==> src/rtl/alu_pipe.sv <==
// alu_pipe: pipelined eight-op integer ALU with valid/ready flow control and status flags.
// The op is evaluated ahead of stage 0; later stages only delay the registered result.
module alu_pipe #(
  parameter int unsigned DATA_WIDTH = 32,
  parameter int unsigned LATENCY    = 2,
  parameter int unsigned TAG_WIDTH  = 4
) (
  input  logic                  clk,
  input  logic                  reset,
  input  logic                  in_valid,
  output logic                  in_ready,
  input  logic [2:0]            op,
  input  logic [DATA_WIDTH-1:0] a,
  input  logic [DATA_WIDTH-1:0] b,
  input  logic [TAG_WIDTH-1:0]  in_tag,
  output logic                  out_valid,
  input  logic                  out_ready,
  output logic [DATA_WIDTH-1:0] result,
  output logic [TAG_WIDTH-1:0]  out_tag,
  output logic                  flag_z,
  output logic                  flag_n,
  output logic                  flag_c,
  output logic                  flag_v
);

  localparam int unsigned LAST = LATENCY - 1;
  localparam int unsigned MSB  = DATA_WIDTH - 1;

  localparam logic [2:0] OP_ADD = 3'd0;
  localparam logic [2:0] OP_SUB = 3'd1;
  localparam logic [2:0] OP_NOT = 3'd2;
  localparam logic [2:0] OP_AND = 3'd3;
  localparam logic [2:0] OP_OR  = 3'd4;
  localparam logic [2:0] OP_XOR = 3'd5;
  localparam logic [2:0] OP_SLL = 3'd6;
  localparam logic [2:0] OP_SRL = 3'd7;

  typedef struct packed {
    logic                  valid;
    logic [DATA_WIDTH-1:0] result;
    logic [TAG_WIDTH-1:0]  tag;
    logic                  z;
    logic                  n;
    logic                  c;
    logic                  v;
  } stage_t;

  stage_t                stage_d;
  stage_t                stage_q [LATENCY];
  logic                  advance;
  logic [DATA_WIDTH:0]   add_full;
  logic [DATA_WIDTH:0]   sub_full;
  logic [DATA_WIDTH-1:0] res_d;
  logic                  c_d;
  logic                  v_d;
  logic                  shift_oob;

  // Whole pipe moves or freezes together; the output slot gates everything.
  assign advance  = !stage_q[LAST].valid || out_ready;
  assign in_ready = advance;

  // Subtraction as a + ~b + 1 so bit DATA_WIDTH is the inverted borrow.
  assign add_full  = {1'b0, a} + {1'b0, b};
  assign sub_full  = {1'b0, a} + {1'b0, ~b} + {{DATA_WIDTH{1'b0}}, 1'b1};
  assign shift_oob = b >= DATA_WIDTH'(DATA_WIDTH);

  always_comb begin
    res_d = '0;
    c_d   = 1'b0;
    v_d   = 1'b0;
    case (op)
      OP_ADD: begin
        res_d = add_full[MSB:0];
        c_d   = add_full[DATA_WIDTH];
        v_d   = (a[MSB] == b[MSB]) && (add_full[MSB] != a[MSB]);
      end
      OP_SUB: begin
        res_d = sub_full[MSB:0];
        c_d   = !sub_full[DATA_WIDTH];
        v_d   = (a[MSB] != b[MSB]) && (sub_full[MSB] != a[MSB]);
      end
      OP_NOT: res_d = ~a;
      OP_AND: res_d = a & b;
      OP_OR:  res_d = a | b;
      OP_XOR: res_d = a ^ b;
      OP_SLL: res_d = shift_oob ? '0 : (a << b);
      OP_SRL: res_d = shift_oob ? '0 : (a >> b);
      default: res_d = '0;
    endcase
  end

  assign stage_d = '{valid:  in_valid,
                     result: res_d,
                     tag:    in_tag,
                     z:      (res_d == '0),
                     n:      res_d[MSB],
                     c:      c_d,
                     v:      v_d};

  // Stage 0 captures operands only on a handshake; later stages are pure delay.
  always_ff @(posedge clk or posedge reset) begin
    if (reset) begin
      for (int unsigned i = 0; i < LATENCY; i++) begin
        stage_q[i] <= '0;
      end
    end else if (advance) begin
      if (in_valid) begin
        stage_q[0] <= stage_d;
      end else begin
        stage_q[0].valid <= 1'b0;
      end
      for (int unsigned i = 1; i < LATENCY; i++) begin
        stage_q[i] <= stage_q[i-1];
      end
    end
  end

  assign out_valid = stage_q[LAST].valid;
  assign result    = stage_q[LAST].result;
  assign out_tag   = stage_q[LAST].tag;
  assign flag_z    = stage_q[LAST].z;
  assign flag_n    = stage_q[LAST].n;
  assign flag_c    = stage_q[LAST].c;
  assign flag_v    = stage_q[LAST].v;

endmodule

==> config.mk <==
export PLATFORM = sky130hd
export DESIGN_NAME = alu_pipe
export DESIGN_NICKNAME = d
export VERILOG_FILES = /design/src/rtl/alu_pipe.sv
export SDC_FILE = /design/constraint.sdc
export NUM_CORES = 1
export LEC_CHECK = 0
export BUFFER_PORTS_ARGS = -buffer_cell sky130_fd_sc_hd__buf_4
export CAP_MARGIN = 20
export CORE_MARGIN = 2
export CORE_UTILIZATION = 60
export CTS_BUF_LIST = sky130_fd_sc_hd__clkbuf_4 sky130_fd_sc_hd__clkbuf_8
export DETAILED_ROUTE_END_ITERATION = 6
export MAX_ROUTING_LAYER = met4
export PLACE_DENSITY = 0.78
export SLEW_MARGIN = 25
export SYNTH_ARGS = -nofsm -noshare
export SYNTH_HDL_FRONTEND = slang
export SYNTH_SLANG_ARGS = --single-unit
==> constraint.sdc <==
create_clock -name clk -period 4.7 [get_ports clk]
set_input_delay 0.47 -clock clk [delete_from_list [all_inputs] [get_ports clk]]
set_output_delay 0.47 -clock clk [all_outputs]
set_load 0.05 [all_outputs]
==> flow_metrics.tcl, run 1 <==
set metrics [dict create \
    fin_util_pct 65.73 \
    ys_warn_count 0 \
    nNetsFinal 1912 \
    finClkSkew_ps 9.661 \
    syn_area_per_cell_sq_um 7.697 \
    worstPathCellList "buf_4 > inv_1 > ha_1 > nor2b_1 > o311ai_1 > buf_4 > a2111oi_0 > nor4bb_1 > nor3b_1 > o311ai_0 > a31oi_1 > nand4_1 > nor4_1 > nand4_1 > o41ai_2" \
    yosys.area_share.adder_pct 9.322 \
    end_kind "register" \
    grtUsageTotal_pct 44.40 \
    synth_edf_count 0 \
    rsz0062_at_grt "false" \
    period_minus_slack_ps 4227 \
    wirelength_mm 51.49 \
    synthTopCellsByArea "dfrtp_1 15%, mux4_2 10%, ha_1 9.0%" \
    synth_seq_cells 80 \
    syn-cell-area_sq_mm 0.01332 \
    status "completed" \
    seqCellArea_sq_mm 0.002002 \
    drive_gt1_share_pct 18.19 \
    core_area_sq_mm 0.02182 \
    ios 117 \
    min_path_type "primary input to async pin" \
    clock_power_share_pct 13.9 \
    drt_iter0_markers 2007 \
    ys_seq_area_share_pct 15.03 \
    cp_max_fo 10 \
    cp.required_ps 4960 \
    overflow 0 \
    cts_tree "built" \
    synth_compound_area_share_pct 26.66 \
    synthMuxAreaShare_pct 17.04 \
    setup.worst_path.class "primary input to register" \
    worst_path_max_delay_cell "a2111oi_0" \
    numCtsBuffers 9 \
    syn_to_final_growth_pct 7.733 \
    r2r_cells 12 \
    setup_slack_ps 473.2 \
    slew_violations 0 \
    vias 14408 \
    dr.pass1.iters 6 \
    setup_viol 0 \
    htree_levels 3 \
    clock_path_buffers 2 \
    start_util_pct 61.01 \
    antenna_left 0 \
    drc 0 \
    cts_resized 0 \
    place_ws_ps 220.4 \
    cellPowerDensity_mw_per_mm2 228.4 \
    port_buffers 116 \
    grt_max_degree 81 \
    multi_input_area_sq_mm 0.01000 \
    syn-num-nets 1903 \
    die_area_sq_mm 0.02340 \
    worst_pin_slew_ps 1046 \
    seqPwrFrac_pct 27.7 \
    synth_top_cell_by_area "dfrtp_1" \
    viasPerCell 7.119 \
    synth_top_area_share_pct 15.03 \
    cts_root_buffer "clkbuf_8" \
    finalHoldViolCount 0 \
    rows 54 \
    intPower_w 0.001715 \
    grt_pass1_wl_mm 79.70 \
    grt_antenna_before_repair 1 \
    start_kind "primary input" \
    synth_cells 1730 \
    cpPeakStageDelay_ps 790 \
    synth_xor_area_share_pct 1.184 \
    cts_setup_buffers 0 \
    tns_ps 0 \
    vdd_drop_max_uv 161.9 \
    fin_crit_sh_pct 89.93 \
    switching_share_pct 47.67 \
    cts.hold.buffers_added 0 \
    routabilityCongestion 1.079 \
    placed_cell_area_sq_mm 0.01416 \
    cts.sinks 80 \
    synth_cell_types 105 \
    clkLatencyLatePin_ps 350 \
    arrival_ps 4480 \
    max_freq_mhz 236.6 \
    combPwrFrac_pct 58.4 \
    die_height_um 153.0 \
    path_clk_slew_ps 90 \
    async_reset_ff_share_pct 100.0 \
    cap_viol_max_count 0 \
    leakage_nw 6.375 \
    grt_pass1_vias 13638 \
    dpl.hpwl_mm 39.92 \
    design_area_sq_mm 0.01435 \
    die_x_um 153.0 \
    yosys.area_share.simple_pct 20.86 \
    routedWlPerCell_um 25.44 \
    yosys_most_used_dff "dfrtp_1" \
    nFillCells 1879 \
    max_slew_margin_pct 30.10 \
    synth_top_family_by_area "compound AO/OA/AOI/OAI gates" \
    p_sw_w 0.001562 \
]
-- through the flow --
step / hold WS [ps] / std cells / total power [W]
2_1_floorplan: 434.6 / 1730 / 0.002306
3_3_place_gp: 449.8 / 2008 / 0.002746
3_5_place_dp: 457.3 / 2008 / 0.002785
4_1_cts: 308.2 / 2023 / 0.003244
5_1_grt: 342.0 / 2024 / 0.003443
6_report: 300.8 / 2024 / 0.003277
-- sequential cells by signal, summed over array words and instances, names as in the netlist --
| register | flops |
|---|---|
| flag_v | 1 |
| out_tag | 4 |
| stage_q | 40 |
| flag_c | 1 |
| flag_z | 1 |
| result | 32 |
| out_valid | 1 |
-- cell usage in the layout (no fill, tap or decap), types with 19 or more instances in the layout --
cell type	instances
nand3_1	25
mux2_2	23
a21o_1	19
dfrtp_1	80
o211ai_1	22
ha_1	96
nor2b_1	22
nor2_1	125
o21ai_0	90
inv_1	90
buf_4	183
nor3_1	33
a211oi_1	31
nor4_1	20
nand2_1	260
o22ai_1	25
a21oi_1	105
mux4_2	59
mux2i_1	59
-- synth_stat cells (all sizes together), types with 7 or more instances --
cell	number
nand2	261
nor2	125
a21oi	105
clkbuf	102
o21ai	99
ha	96
inv	94
buf	87
dfrtp	80
mux4	61
mux2i	59
nor3	34
a211oi	32
mux2	26
nand3	25
o22ai	25
nor2b	23
o211ai	22
nor4	20
a21o	19
a221oi	19
a31oi	19
nand2b	18
o31ai	17
a22oi	15
xnor2	14
and2	13
o21a	12
nand4	11
a211o	10
or3	10
and3	9
or4	9
a2111oi	8
nor3b	8
o2111ai	8
a311oi	7
o221ai	7
o311ai	7
-- power by group through the flow --
| stage | clock [W] | combinational (W) | sequential [W] |
|---|---|---|---|
| after floorplan | 0 | 0.00139 | 0.000916 |
| after global placement | 0 | 0.00184 | 0.000910 |
| after detailed placement | 0 | 0.00186 | 0.000921 |
| after CTS | 0.000463 | 0.00187 | 0.000909 |
| after global routing | 0.000488 | 0.00203 | 0.000924 |
| final | 0.000454 | 0.00191 | 0.000909 |
-- cell type report --
| cell class | count | share of cell area (%) |
|---|---|---|
| Antenna cell | 1 | 0.01744 |
| Clock buffer | 11 | 1.055 |
| Clock inverter | 4 | 0.2006 |
| Inverter | 95 | 2.512 |
| Multi-Input combinational cell | 1366 | 69.74 |
| Sequential cell | 80 | 13.96 |
| Tap cell | 280 | 2.442 |
| Timing Repair Buffer | 187 | 10.07 |
-- critical path, delay by kind of cell --
kind / cells / cell delay (ps)
buffers and inverters: 3 / 500
and+or+nand+nor: 6 / 1490
AOI/OAI and AO/OA: 5 / 1640
adders and majority gates: 1 / 390
-- kinds of logic after synthesis --
logic type / after synthesis
flip-flops: 80
multiplexers: 146
AND/OR/NAND/NOR: 594
adder cells (fa/ha/maj): 98
AO/OA/AOI/OAI: 510
buffers and inverters: 284
XOR/XNOR: 18
-- path summary, 6_finish.rpt --
check                      slack (ps)  startpoint           to
min in group clk                  320   in_tag[3]  stage_q[48]
setup reg to reg                 1500   out_valid  stage_q[44]
hold reg to reg                   470   result[6]    result[6]
max in group asynchronous        3950       reset   result[11]
setup / recovery                  470        b[2]  stage_q[44]
hold / removal                    300       reset   result[25]
-- routing by layer --
| layer | track usage [%] | wire length [um] | up-vias |
|---|---|---|---|
| met2 | 68.01 | 22690 | 1023 |
| met3 | 7.031 | 5627 | 214 |
| met5 | - | 0 | - |
| met1 | 56.82 | 19700 | 6811 |
| li1 | - | - | 6360 |
| met4 | 23.32 | 3466 | 0 |
Power figures use the tool's default switching activity.
==> run 2: changes to the inputs <==
- CELL_PAD_IN_SITES_DETAIL_PLACEMENT: not set -> 1
- CELL_PAD_IN_SITES_GLOBAL_PLACEMENT: not set -> 1
- CORE_UTILIZATION: 60 -> 51
- PLACE_DENSITY: 0.78 -> 0.88
==> flow_metrics.tcl, run 2 (synthesis results as in run 1) <==
set metrics [dict create \
    ios 117 \
    intPower_w 0.001753 \
    vias 14434 \
    end_kind "register" \
    fin_util_pct 55.94 \
    grt_pass1_wl_mm 86.50 \
    total_power_w 0.003376 \
    p_sw_w 0.001623 \
    die_height_um 165.6 \
    largest_reg_flops 40 \
    cts_root_buffer "clkbuf_8" \
    htree_levels 3 \
    status "completed" \
    max_freq_mhz 229.9 \
    routedWlPerCell_um 27.81 \
    finClkSkew_ps 14.40 \
    clkLatencyLatePin_ps 350 \
    vdd_drop_max_uv 320.3 \
    max_slew_margin_pct 30.54 \
    cts_tree "built" \
    cts_resized 0 \
    antenna_left 0 \
    mostFrequentLayoutCells "260 x nand2_1, 185 x buf_4, 125 x nor2_1" \
    start_kind "primary input" \
    min_path_type "primary input to async pin" \
    clock_power_share_pct 14.5 \
    drive_gt1_share_pct 18.34 \
    port_buffers 116 \
    drt_iter0_markers 1771 \
    finalHoldViolCount 0 \
    routabilityCongestion 1.068 \
    dpl.hpwl_mm 44.98 \
    core_area_sq_mm 0.02584 \
    cap_viol_max_count 0 \
    grt_pass1_vias 14309 \
    combPwrFrac_pct 58.4 \
    path_clk_slew_ps 90 \
    cts_setup_buffers 0 \
    cellPowerDensity_mw_per_mm2 233.6 \
    period_minus_slack_ps 4350 \
    switching_share_pct 48.07 \
    worst_pin_slew_ps 1034 \
    rsz0062_at_grt "false" \
    cts.sinks 80 \
    viasPerCell 6.933 \
    nNetsFinal 1914 \
    die_area_sq_mm 0.02742 \
    rows 59 \
    cts.hold.buffers_added 0 \
    cp.required_ps 4940 \
    start_util_pct 51.54 \
    dr.pass1.iters 6 \
    rrSetupSlack_ps 1540 \
    leakage_nw 6.393 \
    setup.worst_path.class "primary input to register" \
    die_x_um 165.6 \
    overflow 0 \
    final_common_cell "nand2_1" \
    fin_crit_sh_pct 92.55 \
    grt_antenna_before_repair 2 \
    cp_max_fo 8 \
    top_register "stage_q" \
    r2r_cells 12 \
    seqPwrFrac_pct 27.1 \
    numCtsBuffers 9 \
    clock_path_buffers 2 \
    grt_max_degree 71 \
    arrival_ps 4590 \
    wirelength_mm 57.90 \
    setup_viol 0 \
    syn_to_final_growth_pct 8.551 \
    grtUsageTotal_pct 42.86 \
    slew_violations 0 \
    drc 0 \
]
## run 2: layer usage
layer | global-route usage (%) | wire length (um)
met1 | 53.13 | 23100
met2 | 68.07 | 26680
met3 | 5.045 | 4271
met4 | 23.94 | 3846
met5 | - | 0
## run 2: power groups by stage
stage	Combinational (W)	Clock (W)	Sequential, W
after CTS	0.00194	0.000498	0.000914
final	0.00197	0.000491	0.000913
after global placement	0.00187	0	0.000909
after detailed placement	0.00192	0	0.000925
after floorplan	0.00139	0	0.000916
after global routing	0.00209	0.000529	0.000931
## run 2: critical path, cell delays in order
cell	delay, ps
buf_4	140
inv_1	80
ha_1	220
inv_1	80
fa_1	210
nor2b_1	270
o311ai_1	190
buf_4	190
a2111oi_1	710
nor4bb_1	160
nor3b_1	330
o311ai_0	160
a31oi_1	260
nand4_1	130
nor4_1	520
nand4_1	180
o41ai_2	280
## run 2: final cells by class
type,count,area (sq um)
well taps,335,419.2
clock inverters,5,58.81
multi-input cells,1366,10010
clock buffers,10,131.4
inverters,95,360.3
repair buffers,189,1469
flip-flops and latches,80,2002
diodes,2,5.005
fillers,3216,11380
## run 2: through the flow
stage	setup TNS, ps	worst slack [ps]	instances	instance area, sq um	hold WS (ps)
after global placement	0	130.5	2065	14250	449.2
after detailed placement	-23.87	-23.87	2065	14250	457.0
after global routing	0	99.34	2082	14450	243.0
after floorplan	0	302.1	1730	13320	434.6
after CTS	0	325.7	2080	14450	208.0
final	0	349.9	2082	14450	207.1
## run 2: worst paths after layout
check,startpoint,to
min reg2reg,result[21],result[21]
max reg2reg,out_valid,stage_q[44]
max,a[0],stage_q[44]
min,reset,stage_q[57]
max in group asynchronous,reset,flag_c
min in group clk,in_tag[1],stage_q[46]
==> run 3: changes to the inputs <==
- BUFFER_PORTS_ARGS: -buffer_cell sky130_fd_sc_hd__buf_4 -> not set
- CORE_UTILIZATION: 51 -> 54
- DONT_BUFFER_PORTS: not set -> 1
- PLACE_DENSITY: 0.88 -> 0.87
==> flow_metrics.tcl, run 3 (synthesis results as in run 1) <==
set metrics [dict create \
    dpl.hpwl_mm 42.10 \
    grt_pass1_vias 13778 \
    finClkSkew_ps 8.834 \
    combPwrFrac_pct 43.0 \
    routabilityCongestion 1.057 \
    fin_crit_sh_pct 92.53 \
    final_common_cell "nand2_1" \
    grtUsageTotal_pct 42.89 \
    numCtsBuffers 9 \
    switching_share_pct 46.97 \
    hold_start "in_tag[2]" \
    period_minus_slack_ps 4349 \
    grt_pass1_wl_mm 83.31 \
    mostFrequentLayoutCells "260 x nand2_1, 125 x nor2_1, 105 x a21oi_1" \
    ios 117 \
    die_height_um 161.0 \
    viasPerCell 7.219 \
    die_x_um 161.0 \
    max_freq_mhz 229.9 \
    p_sw_w 0.001412 \
    drive_gt1_share_pct 10.82 \
    die_area_sq_mm 0.02593 \
    whs_ps 219.8 \
    leakage_nw 5.671 \
    cts_resized 0 \
    core_area_sq_mm 0.02425 \
    cpPeakStageDelay_ps 640 \
    largest_reg_flops 40 \
    vias 13889 \
    min_path_type "primary input to register" \
    start_util_pct 54.91 \
    cellPowerDensity_mw_per_mm2 226.1 \
    worst_path_max_delay_cell "o311ai_1" \
    cp.required_ps 4960 \
    clkLatencyLatePin_ps 360 \
    clock_power_share_pct 17.0 \
    clock_path_buffers 2 \
    cp-startpoint "a[0]" \
    intPower_w 0.001594 \
    fin_util_pct 54.85 \
    antenna_left 0 \
    htree_levels 3 \
    path_clk_slew_ps 80 \
    top_register "stage_q" \
    r2r-start "out_valid" \
    setup.worst_path.class "primary input to register" \
    start_kind "primary input" \
    nNetsFinal 1767 \
    finalHoldViolCount 0 \
    drt_iter0_markers 1853 \
    cts.sinks 80 \
    rows 57 \
    grt_max_degree 131 \
    cts_tree "built" \
    max_slew_margin_pct 32.89 \
    cts_root_buffer "clkbuf_8" \
    vdd_drop_max_uv 242.4 \
    cap_viol_max_count 0 \
    dr.pass1.iters 5 \
    cp_max_fo 8 \
    wirelength_mm 54.63 \
    end_kind "register" \
    slew_violations 0 \
    syn_to_final_growth_pct -0.1222 \
    worstPathCellList "inv_1 > ha_1 > inv_1 > fa_1 > nor2b_1 > o311ai_1 > a211oi_1 > o211ai_1 > o211ai_1 > o41ai_1 > mux2_2 > a311oi_1 > and4bb_1 > nand4_1 > o41ai_2" \
    drc 0 \
    worst_pin_slew_ps 1001 \
    routedWlPerCell_um 28.40 \
    status "completed" \
    overflow 0 \
    tns_ps 0 \
    setup_viol 0 \
    rsz0062_at_grt "false" \
    seqPwrFrac_pct 40.0 \
    arrival_ps 4610 \
    grt_antenna_before_repair 1 \
    port_buffers 0 \
]
[run 3: timing repair]
| item | 4_1_cts | 5_1_grt |
|---|---|---|
| setup buffers | 0 | 0 |
| hold buffers | 1 | 0 |
| hold endpoints to repair | 10 | 0 |
| setup endpoints to repair | 0 | 0 |
[run 3: metal layers]
metal / GRT usage, % / wire length, um
met1: 54.67 / 21910
met2: 67.40 / 25040
met3: 5.650 / 4565
met4: 21.47 / 3110
met5: - / 0
[run 3: worst paths after layout]
check / endpoint / slack (ps) / cells after the start
max: stage_q[44] / 350 / 15
min: stage_q[47] / 220 / 2
max reg2reg: stage_q[44] / 1350 / 12
min reg2reg: out_valid / 480 / 1
max in group asynchronous: stage_q[69] / 3170 / 3
min in group asynchronous: result[12] / 470 / 2
[run 3: cell type report]
cell class,count,area (sq um)
fillers,2981,10950
well taps,324,405.4
multi-input cells,1366,10000
clock inverters,6,68.82
inverters,95,360.3
flip-flops and latches,80,2002
diodes,1,2.502
clock buffers,10,137.6
repair buffers,42,317.8
[run 3: through the flow]
step,power (W),cells,instance area (sq um),setup slack [ps]
final,0.003007,1924,13300,351.0
after global routing,0.003171,1924,13300,165.0
after CTS,0.002986,1923,13300,496.3
after detailed placement,0.002470,1906,13080,164.3
after global placement,0.002416,1906,13080,257.3
after floorplan,0.002306,1730,13320,302.1
[run 3: critical path: cells and delay by family]
kind	cells	cell delay [ps]
adder cells (fa/ha/maj)	2	560
buffers and inverters	2	130
multiplexers	1	380
AND/OR/NAND/NOR	3	510
AO/OA/AOI/OAI	7	2550
[run 3: power groups by stage]
| stage | combinational [W] | sequential [W] | clock (W) |
|---|---|---|---|
| floorplan | 0.00139 | 0.000916 | 0 |
| global placement | 0.00121 | 0.00120 | 0 |
| detailed placement | 0.00125 | 0.00122 | 0 |
| CTS | 0.00126 | 0.00120 | 0.000519 |
| global route | 0.00140 | 0.00122 | 0.000550 |
| finish | 0.00129 | 0.00120 | 0.000511 |
